**src/rtl/mem_bus_arbiter_pkg.sv**
```systemverilog
// Shared memory-bus package: bus command and access-size encodings, tag
// geometry, and the arbiter's tag-table entry types.
package mem_bus_arbiter_pkg;

  localparam int XLEN     = 32;
  localparam int TAG_W    = 4;
  localparam int NUM_TAGS = 16;

  typedef enum logic [1:0] {
    BUS_NONE  = 2'd0,
    BUS_LOAD  = 2'd1,
    BUS_STORE = 2'd2
  } BUS_COMMAND;

  typedef enum logic [1:0] {
    BYTE   = 2'd0,
    HALF   = 2'd1,
    WORD   = 2'd2,
    DOUBLE = 2'd3
  } MEM_SIZE;

  typedef enum logic {
    ARB_IC = 1'b0,
    ARB_DC = 1'b1
  } ARB_OWNER;

  typedef struct packed {
    logic     valid;
    ARB_OWNER owner;
    logic     squashed;
  } ARB_TAG_ENTRY;

endpackage

```
**src/rtl/mem_tag_table.sv**
```systemverilog
// Outstanding-load tag table for the memory bus arbiter.
// Tracks {valid, owner, squashed} per memory tag, decides where a returning
// tag goes, and reports live (non-squashed) load counts per owner.
// Ports:
//   clock, reset        : clock, synchronous active-high reset
//   i_alloc_en/tag/owner: accepted load allocates i_alloc_tag for i_alloc_owner
//   i_squash            : mark every icache entry squashed
//   i_ret_tag           : tag memory is returning this cycle (0 = none)
//   o_fwd_ic/o_fwd_dc   : forward the returning data to that owner
//   o_outstanding_ic/dc : live load count per owner
//   o_tag_error         : sticky, a return hit an unused entry
module mem_tag_table
  import mem_bus_arbiter_pkg::*;
(
  input  logic             clock,
  input  logic             reset,
  input  logic             i_alloc_en,
  input  logic [TAG_W-1:0] i_alloc_tag,
  input  logic             i_alloc_owner,
  input  logic             i_squash,
  input  logic [TAG_W-1:0] i_ret_tag,
  output logic             o_fwd_ic,
  output logic             o_fwd_dc,
  output logic [3:0]       o_outstanding_ic,
  output logic [3:0]       o_outstanding_dc,
  output logic             o_tag_error
);

  ARB_TAG_ENTRY r_table [NUM_TAGS];
  ARB_TAG_ENTRY w_next  [NUM_TAGS];
  ARB_TAG_ENTRY w_ret_entry;
  logic         w_ret_valid;
  logic         w_ret_live;
  logic         w_ret_bad;
  logic         r_tag_error;

  // Return lookup uses the registered table; a squash arriving with the
  // return kills an icache delivery immediately.
  always_comb begin
    w_ret_entry = r_table[i_ret_tag];
    w_ret_valid = (i_ret_tag != '0) && w_ret_entry.valid;
    w_ret_bad   = (i_ret_tag != '0) && !w_ret_entry.valid;
    w_ret_live  = w_ret_valid && !w_ret_entry.squashed &&
                  !(i_squash && (w_ret_entry.owner == ARB_IC));
    o_fwd_ic    = w_ret_live && (w_ret_entry.owner == ARB_IC);
    o_fwd_dc    = w_ret_live && (w_ret_entry.owner == ARB_DC);
  end

  // Order matters: clear on return, then squash, then allocation wins.
  always_comb begin
    for (int i = 0; i < NUM_TAGS; i++) begin
      w_next[i] = r_table[i];
      if (w_ret_valid && (i_ret_tag == TAG_W'(i)))
        w_next[i] = '0;
      if (i_squash && w_next[i].valid && (w_next[i].owner == ARB_IC))
        w_next[i].squashed = 1'b1;
      if (i_alloc_en && (i != 0) && (i_alloc_tag == TAG_W'(i))) begin
        w_next[i].valid    = 1'b1;
        w_next[i].owner    = ARB_OWNER'(i_alloc_owner);
        w_next[i].squashed = i_squash && (i_alloc_owner == ARB_IC);
      end
    end
  end

  always_ff @(posedge clock) begin
    if (reset) begin
      for (int i = 0; i < NUM_TAGS; i++) r_table[i] <= '0;
      r_tag_error <= 1'b0;
    end else begin
      for (int i = 0; i < NUM_TAGS; i++) r_table[i] <= w_next[i];
      if (w_ret_bad) r_tag_error <= 1'b1;
    end
  end

  // Entry 0 is never allocated, so at most 15 live entries: 4 bits suffice.
  always_comb begin
    o_outstanding_ic = '0;
    o_outstanding_dc = '0;
    for (int i = 1; i < NUM_TAGS; i++) begin
      if (r_table[i].valid && !r_table[i].squashed) begin
        if (r_table[i].owner == ARB_IC) o_outstanding_ic = o_outstanding_ic + 4'd1;
        else                            o_outstanding_dc = o_outstanding_dc + 4'd1;
      end
    end
  end

  assign o_tag_error = r_tag_error;

endmodule

```
**src/rtl/mem_bus_arbiter.sv**
```systemverilog
// Two-port (icache/dcache) arbiter onto the single unified memory port.
// Grants one request per cycle (dcache priority, with an icache starvation
// override), routes memory's accept tag to the granted port and returning
// load data to the port that owns the tag; supports icache fetch squash.
// Ports:
//   clock, reset                       : clock, synchronous active-high reset
//   ic_command/addr/squash             : icache request and squash
//   ic_response/ic_data/ic_tag         : icache accept tag and returned data
//   dc_command/addr/data/size          : dcache request
//   dc_response/dc_data_out/dc_tag     : dcache accept tag and returned data
//   proc2mem_*                         : request to memory
//   mem2proc_*                         : accept tag and return from memory
//   outstanding_ic/dc, tag_error       : live load counts, sticky bad-tag flag
module mem_bus_arbiter
  import mem_bus_arbiter_pkg::*;
#(
  parameter int STARVE_LIMIT = 4
) (
  input  logic             clock,
  input  logic             reset,
  input  logic [1:0]       ic_command,
  input  logic [XLEN-1:0]  ic_addr,
  input  logic             ic_squash,
  output logic [TAG_W-1:0] ic_response,
  output logic [63:0]      ic_data,
  output logic [TAG_W-1:0] ic_tag,
  input  logic [1:0]       dc_command,
  input  logic [XLEN-1:0]  dc_addr,
  input  logic [63:0]      dc_data,
  input  logic [1:0]       dc_size,
  output logic [TAG_W-1:0] dc_response,
  output logic [63:0]      dc_data_out,
  output logic [TAG_W-1:0] dc_tag,
  output logic [1:0]       proc2mem_command,
  output logic [XLEN-1:0]  proc2mem_addr,
  output logic [63:0]      proc2mem_data,
  output logic [1:0]       proc2mem_size,
  input  logic [TAG_W-1:0] mem2proc_response,
  input  logic [63:0]      mem2proc_data,
  input  logic [TAG_W-1:0] mem2proc_tag,
  output logic [3:0]       outstanding_ic,
  output logic [3:0]       outstanding_dc,
  output logic             tag_error
);

  localparam int            SW    = $clog2(STARVE_LIMIT + 1);
  localparam logic [SW-1:0] LIMIT = SW'(STARVE_LIMIT);

  function automatic logic [SW-1:0] starve_sat_inc(input logic [SW-1:0] cnt);
    return (cnt == LIMIT) ? LIMIT : cnt + SW'(1);
  endfunction

  logic [SW-1:0]    r_starve_cnt;
  logic             w_ic_req, w_dc_req;
  logic             w_ic_grant, w_dc_grant;
  logic             w_alloc_en;
  logic [TAG_W-1:0] w_ret_tag;
  logic             w_fwd_ic, w_fwd_dc;

  assign w_ic_req   = (ic_command != BUS_NONE);
  assign w_dc_req   = (dc_command != BUS_NONE);
  assign w_ic_grant = !reset && w_ic_req && (!w_dc_req || (r_starve_cnt == LIMIT));
  assign w_dc_grant = !reset && w_dc_req && !w_ic_grant;

  always_comb begin
    proc2mem_command = BUS_NONE;
    proc2mem_addr    = '0;
    proc2mem_data    = '0;
    proc2mem_size    = '0;
    if (w_ic_grant) begin
      proc2mem_command = ic_command;
      proc2mem_addr    = ic_addr;
      proc2mem_size    = DOUBLE;
    end else if (w_dc_grant) begin
      proc2mem_command = dc_command;
      proc2mem_addr    = dc_addr;
      proc2mem_data    = dc_data;
      proc2mem_size    = dc_size;
    end
  end

  assign ic_response = w_ic_grant ? mem2proc_response : '0;
  assign dc_response = w_dc_grant ? mem2proc_response : '0;

  // proc2mem_command is BUS_NONE without a grant, so no separate grant term.
  assign w_alloc_en = (proc2mem_command == BUS_LOAD) && (mem2proc_response != '0);
  assign w_ret_tag  = reset ? '0 : mem2proc_tag;

  always_ff @(posedge clock) begin
    if (reset)                       r_starve_cnt <= '0;
    else if (w_ic_req && !w_ic_grant) r_starve_cnt <= starve_sat_inc(r_starve_cnt);
    else                             r_starve_cnt <= '0;
  end

  mem_tag_table u_tag_table (
    .clock            (clock),
    .reset            (reset),
    .i_alloc_en       (w_alloc_en),
    .i_alloc_tag      (mem2proc_response),
    .i_alloc_owner    (w_dc_grant),
    .i_squash         (ic_squash),
    .i_ret_tag        (w_ret_tag),
    .o_fwd_ic         (w_fwd_ic),
    .o_fwd_dc         (w_fwd_dc),
    .o_outstanding_ic (outstanding_ic),
    .o_outstanding_dc (outstanding_dc),
    .o_tag_error      (tag_error)
  );

  assign ic_tag      = w_fwd_ic ? mem2proc_tag  : '0;
  assign ic_data     = w_fwd_ic ? mem2proc_data : '0;
  assign dc_tag      = w_fwd_dc ? mem2proc_tag  : '0;
  assign dc_data_out = w_fwd_dc ? mem2proc_data : '0;

endmodule

```
**config.mk**
```make
export PLATFORM = sky130hd
export DESIGN_NAME = mem_bus_arbiter
export DESIGN_NICKNAME = d
export VERILOG_FILES = /design/src/rtl/mem_bus_arbiter_pkg.sv /design/src/rtl/mem_tag_table.sv /design/src/rtl/mem_bus_arbiter.sv
export SDC_FILE = /design/constraint.sdc
export NUM_CORES = 1
export LEC_CHECK = 0
export CORE_AREA = 2 2 178 180
export CTS_BUF_LIST = sky130_fd_sc_hd__clkbuf_2
export CTS_CLUSTER_SIZE = 14
export DETAILED_ROUTE_END_ITERATION = 6
export DIE_AREA = 0 0 180 182
export PLACE_DENSITY_LB_ADDON = 0.12
export SYNTH_ARGS = -nofsm -noshare
export SYNTH_HDL_FRONTEND = slang
export SYNTH_HIERARCHICAL = 1
export SYNTH_SLANG_ARGS = --single-unit
```
**constraint.sdc**
```tcl
create_clock -name clock -period 11 [get_ports clock]
set_clock_uncertainty 0.2 [all_clocks]
set_input_delay 1.65 -clock clock [delete_from_list [all_inputs] [get_ports clock]]
set_output_delay 1.65 -clock clock [all_outputs]
set_load 0.01 [all_outputs]
```
Word level (Yosys, flattened, before mapping)
Memory sizes are Yosys's and may differ from the RTL's.
Cells that the tools add are included.
{ "word_totals": {"reg_bits": 4, "mem_bits_rw": 48, "output_inout_bits": 253, "memories": 1} }
{ "mem_list": {"columns": ["memory", "words", "word_bits", "read_ports", "rd_clocked_by_memory_dff", "wr", "line_no", "source"], "rows": [
  ["u_tag_table.r_table", 16, 3, 17, 0, 16, "mem_tag_table.sv:29", "ARB_TAG_ENTRY r_table [NUM_TAGS];"]
]} }
{ "op_classes": {"addsub": 29, "eq_ne": 32, "mux": 142, "n_bitwise": 35, "reduce_logical": 121} }
{ "op_table": {"columns": ["cell", "n"], "rows": [
  ["$mux 64", 4],
  ["$mux 4", 61],
  ["$mux 3", 48],
  ["$add 4x1->4 const B", 28],
  ["$logic_and 1x1->1", 92],
  ["$eq 4x4->1 const B", 16],
  ["$mux 32", 2],
  ["$eq 4x3->1 const B", 8],
  ["$mux 1", 23],
  ["$logic_not 1->1", 21],
  ["$not 1->1", 19],
  ["$eq 4x2->1 const B", 4],
  ["$or 1x1->1", 16],
  ["$eq 4x1->1 const B", 2],
  ["$mux 2", 4],
  ["$reduce_bool 4->1", 2],
  ["$logic_not 4->1", 1],
  ["$reduce_bool 2->1", 2],
  ["$add 3x1->3 const B", 1],
  ["$eq 3x3->1 const B", 1],
  ["$reduce_or 3->1", 1],
  ["$eq 2x1->1 const B", 1],
  ["$reduce_or 2->1", 1],
  ["$logic_or 1x1->1", 1]
]} }

Longest topological paths before layout
An unclocked memory read counts as a cell.
{ "depth": {"depth_word": 46, "mapped_depth": 43, "ltp_nobuf": 42} }

Modules after synthesis
The synthesis kept the hierarchy.
{ "modules_own_cells": {"columns": ["module", "n_inst", "cells_each", "area_per_inst_um2", "seq_area_each_um2"], "rows": [
  ["mem_tag_table", 1, 669, 5203.7, 960.9],
  ["mem_bus_arbiter", 1, 373, 2215.9, 60.1]
]} }

Least setup slack after synthesis
Ideal clock, no wire load.
{ "synth_timing": {"path_type": "register -> output", "from": "mem u_tag_table/r_table[1][2] in the netlist's numbering", "to": "out outstanding_ic[2]", "arrival_time_ns": 8.064, "t_required_ns": 9.150, "slack_ns": 1.086, "path_stages_with_launch": 44, "n_path_buf": 1, "path_cell_list": "dfxtp_1 -> or3b_1 -> inv_1 -> ha_1 -> nand3b_1 -> o21a_1 -> buf_6 -> inv_1 -> ha_1 -> nand4bb_1 -> o21ai_0 -> ha_1 -> xnor3_1 -> a311oi_1 -> ha_1 -> nand2b_1 -> o211ai_1 -> a21oi_1 -> [... 8 more ...] -> o21a_1 -> nor2_1 -> a21oi_1 -> ha_1 -> nand2_1 -> o211ai_1 -> nand2_1 -> a21oi_1 -> xnor2_1 -> a2bb2oi_1 -> ha_1 -> mux2_2 -> ha_1 -> mux2_2 -> ha_1 -> nand2_1 -> xor2_1 -> xnor2_1"} }
{ "synth_rtl": {"columns": ["item", "line_no", "source"], "rows": [
  ["from (decl)", "mem_tag_table.sv:29", null],
  ["to (decl)", "mem_bus_arbiter.sv:41", "output logic [3:0] outstanding_ic,"]
]} }

==> results.yml <==
status:
  status: "completed"
timing:
  hold_violations: 0
  setup_ws_ns: 0.520
  relSlewSlack_pct: 17.1
  period_minus_slack_ns: 10.48
  fin_crit_sh_pct: 95.3
  finalSetupViolations: 0
  fmax_mhz: 95.4
  hold_ws_ns: 0.260
  slew_violations: 0
  worst_pin_slew_ns: 1.24
clocking:
  cts_tree: "done"
  insertion_delay_ns: 0.46
  cts.sinks: 51
  clock_path_buffers: 2
  cts_root_buf: "clkbuf_2"
  cts_max_level: 2
  clk_pin_slew_ns: 0.25
  cts_buffers: 5
  hold_buffers: 0
finish:
  nets: 1715
  area_delta_synth_final_pct: 71.5
  final_area_um2: 12700
  drive_above_1_share_pct: 8.26
  mostFrequentLayoutCell: "clkdlybuf4s50_1"
  fillers: 3227
  mostFrequentLayoutCells: "454 x clkdlybuf4s50_1, 205 x and2_1, 119 x nand2_1"
die:
  dieArea_um2: 32800
  core_area_um2: 31000
  dieHeight_um: 182
  rows: 65
  die_w_um: 180
  io_pins: 462
  initial_core_util_pct: 23.9
yosys:
  yosysSeqAreaShare_pct: 13.8
  syn_nets: 1280
  synthCells: 1042
  synthFlopType: "dfxtp_1"
  synth_warnings: 6
  syn_area_per_cell_um2: 7.12
  synth_seq_cells: 51
  yosys.cell_types.count: 77
  ys_async_sr_fraction_pct: 0
  synth-edff-count: 0
  syn_area_um2: 7420
route:
  wire_per_inst_um: 22.5
  drt-pass1-iter-count: 5
  num_vias: 9181
  wl_um: 42500
  drtAntennaViolNets: 0
  drcViolationCount: 0
  via_per_inst: 4.86
  drt_iter0_drc: 674
placement:
  gp_congestion: 0.851
  io_buffers: 461
  hpwlAfterDp_um: 35900
  dp_slack_ns: 0.175
  placed_area_um2: 12400
hold_path:
  hold_start: "u_tag_table/r_table[0][1]"
  hold_path.class: "reg2reg"
pwr:
  leakage_nw: 4.76
  swShare_pct: 33.2
  clockPowerShare_pct: 18.5
  comb_power_share_pct: 46.7
  p_per_area_nw_per_um2: 42.8
  seqPwrFrac_pct: 34.8
  internal-power_mw: 0.364
  ir_drop_v: 0.0000370
  p_sw_mw: 0.181
flow_run:
  drv_cap: 0
worst_setup_path:
  crit_type: "reg2out"
  critPathLaunch: "u_tag_table/r_table[1][2]"
  start_kind: "flip-flop"
  slowest_delay_ns: 0.38
  path_max_fanout: 6
  path_common_cell: "ha_1"
  cp.required_ns: 9.15
  critPathCaptureType: "primary output"
  slowest_stage: "dfxtp_2"
  rr_startpoint: "r_starve_cnt[0]"
  arrival_ns: 8.63
grt:
  grt_overflow_total: 0
  grt_pass1_wl_um: 60800
  busiest_layer: "met2"
  grt_util_met2_pct: 48.2
  grt_pass1_vias: 8644
  grt_max_degree: 86
  grtUsageTotal_pct: 24.6
  antenna_found_initial: 21
  grtUsageMet1_pct: 27.8
  met3_usage_pct: 5.76
-- registers in the layout (all words and copies together), names as in the netlist --
register / cells
r_starve_cnt: 3
u_tag_table/r_table: 47
u_tag_table/o_tag_error: 1
-- final timing paths --
path                                                   to  slack [ns]  cells past startpoint
worst min-delay path            u_tag_table/r_table[0][1]        0.26                      2
worst max register to register  u_tag_table/r_table[3][0]        7.60                     10
worst max-delay path                    outstanding_dc[2]        0.52                     44
worst min register to register  u_tag_table/r_table[0][1]        0.26                      2
-- critical path: cells and delay by family, from the launching register on --
kind / cells / cell delay [ns]
AOI/OAI and AO/OA: 4 / 0.60
muxes: 6 / 1.55
and+or+nand+nor: 13 / 1.11
xor gates and xnor gates: 2 / 0.30
adders and majority gates: 14 / 3.78
buffers and inverters: 5 / 0.46
DFF: 1 / 0.38
-- routing by layer --
| layer | vias to the layer above | part of all wire [%] |
|---|---|---|
| li1 | 4453 | - |
| met1 | 4383 | 38 |
| met2 | 297 | 55 |
| met3 | 42 | 6.3 |
| met4 | 6 | 1.2 |
| met5 | - | 0.096 |
-- kinds of logic after synthesis --
family	count (synthesis)	share of synthesized area, %
buffers and inverters	91	5.21
multiplexers	33	7.02
flip-flops	51	13.8
XOR/XNOR	80	11.6
adder cells (fa/ha/maj)	29	4.89
AND/OR/NAND/NOR	589	43.3
AO/OA/AOI/OAI	169	14.2
-- final cells by class --
cell class | count | area (um^2) | area share, %
multi-input cells | 900 | 6180 | 48.6
repair buffers | 489 | 4820 | 37.8
flip-flops and latches | 51 | 1020 | 8.05
well taps | 402 | 503 | 3.95
inverters | 30 | 113 | 0.885
clock buffers | 6 | 30.0 | 0.236
clock inverters | 1 | 30.0 | 0.236
diodes | 10 | 25.0 | 0.197
-- timing repair --
| action | 4_1_cts | 5_1_grt |
|---|---|---|
| endpoints found under the setup margin | 4 | 6 |
| buffers inserted | 8 | 8 |
| pin swaps | 3 | 16 |
| resized for setup | 12 | 26 |
-- synth_stat cells (4+ instances only) --
cell type  instances  area [um^2]
mux2i_1            7         70.1
xnor2_1           49          429
nand2b_1           4         25.0
mux2_2            12          135
o211ai_1           9         67.6
a21oi_1           53          265
ha_1              29          363
o21ai_0           41          205
nand3_1           68          340
inv_1             30          113
nand2_1          120          450
buf_2             10         50.1
nor2b_1            9         56.3
nor3_1            14         70.1
clkbuf_2           5         25.0
a31o_2             5         43.8
a22oi_1            5         37.5
clkbuf_1          38          143
xnor2_2            4         65.1
nor2_1            82          308
and3_1            10         62.6
nor3b_1           16          120
a31oi_1           19          119
or3b_2             4         35.0
and3b_1            8         70.1
nand4_1            5         31.3
o21a_1             4         30.0
and2_1           205         1280
mux4_2            14          315
nand3b_1          21          158
dfxtp_1           51         1020
xor2_1            18          158
buf_1              4         15.0
-- per-stage QoR --
stage | total power, mW | TNS [ns] | utilization, % | instances
finish | 0.545 | 0 | 41.1 | 1889
global route | 0.569 | -0.0168 | 41.0 | 1882
CTS | 0.547 | 0 | 40.5 | 1871
detailed placement | 0.447 | 0 | 40.0 | 1856
global placement | 0.445 | 0 | 40.0 | 1856
floorplan | 0.279 | 0 | - | 1042
-- power by group through the flow --
stage               combinational [mW]  clock, mW  sequential, mW
floorplan                       0.0867          0           0.192
global placement                 0.252          0           0.193
finish                           0.254      0.101           0.190
CTS                              0.255      0.102           0.190
detailed placement               0.253          0           0.193
global route                     0.268      0.110           0.190
Power figures use the tool's default switching activity.
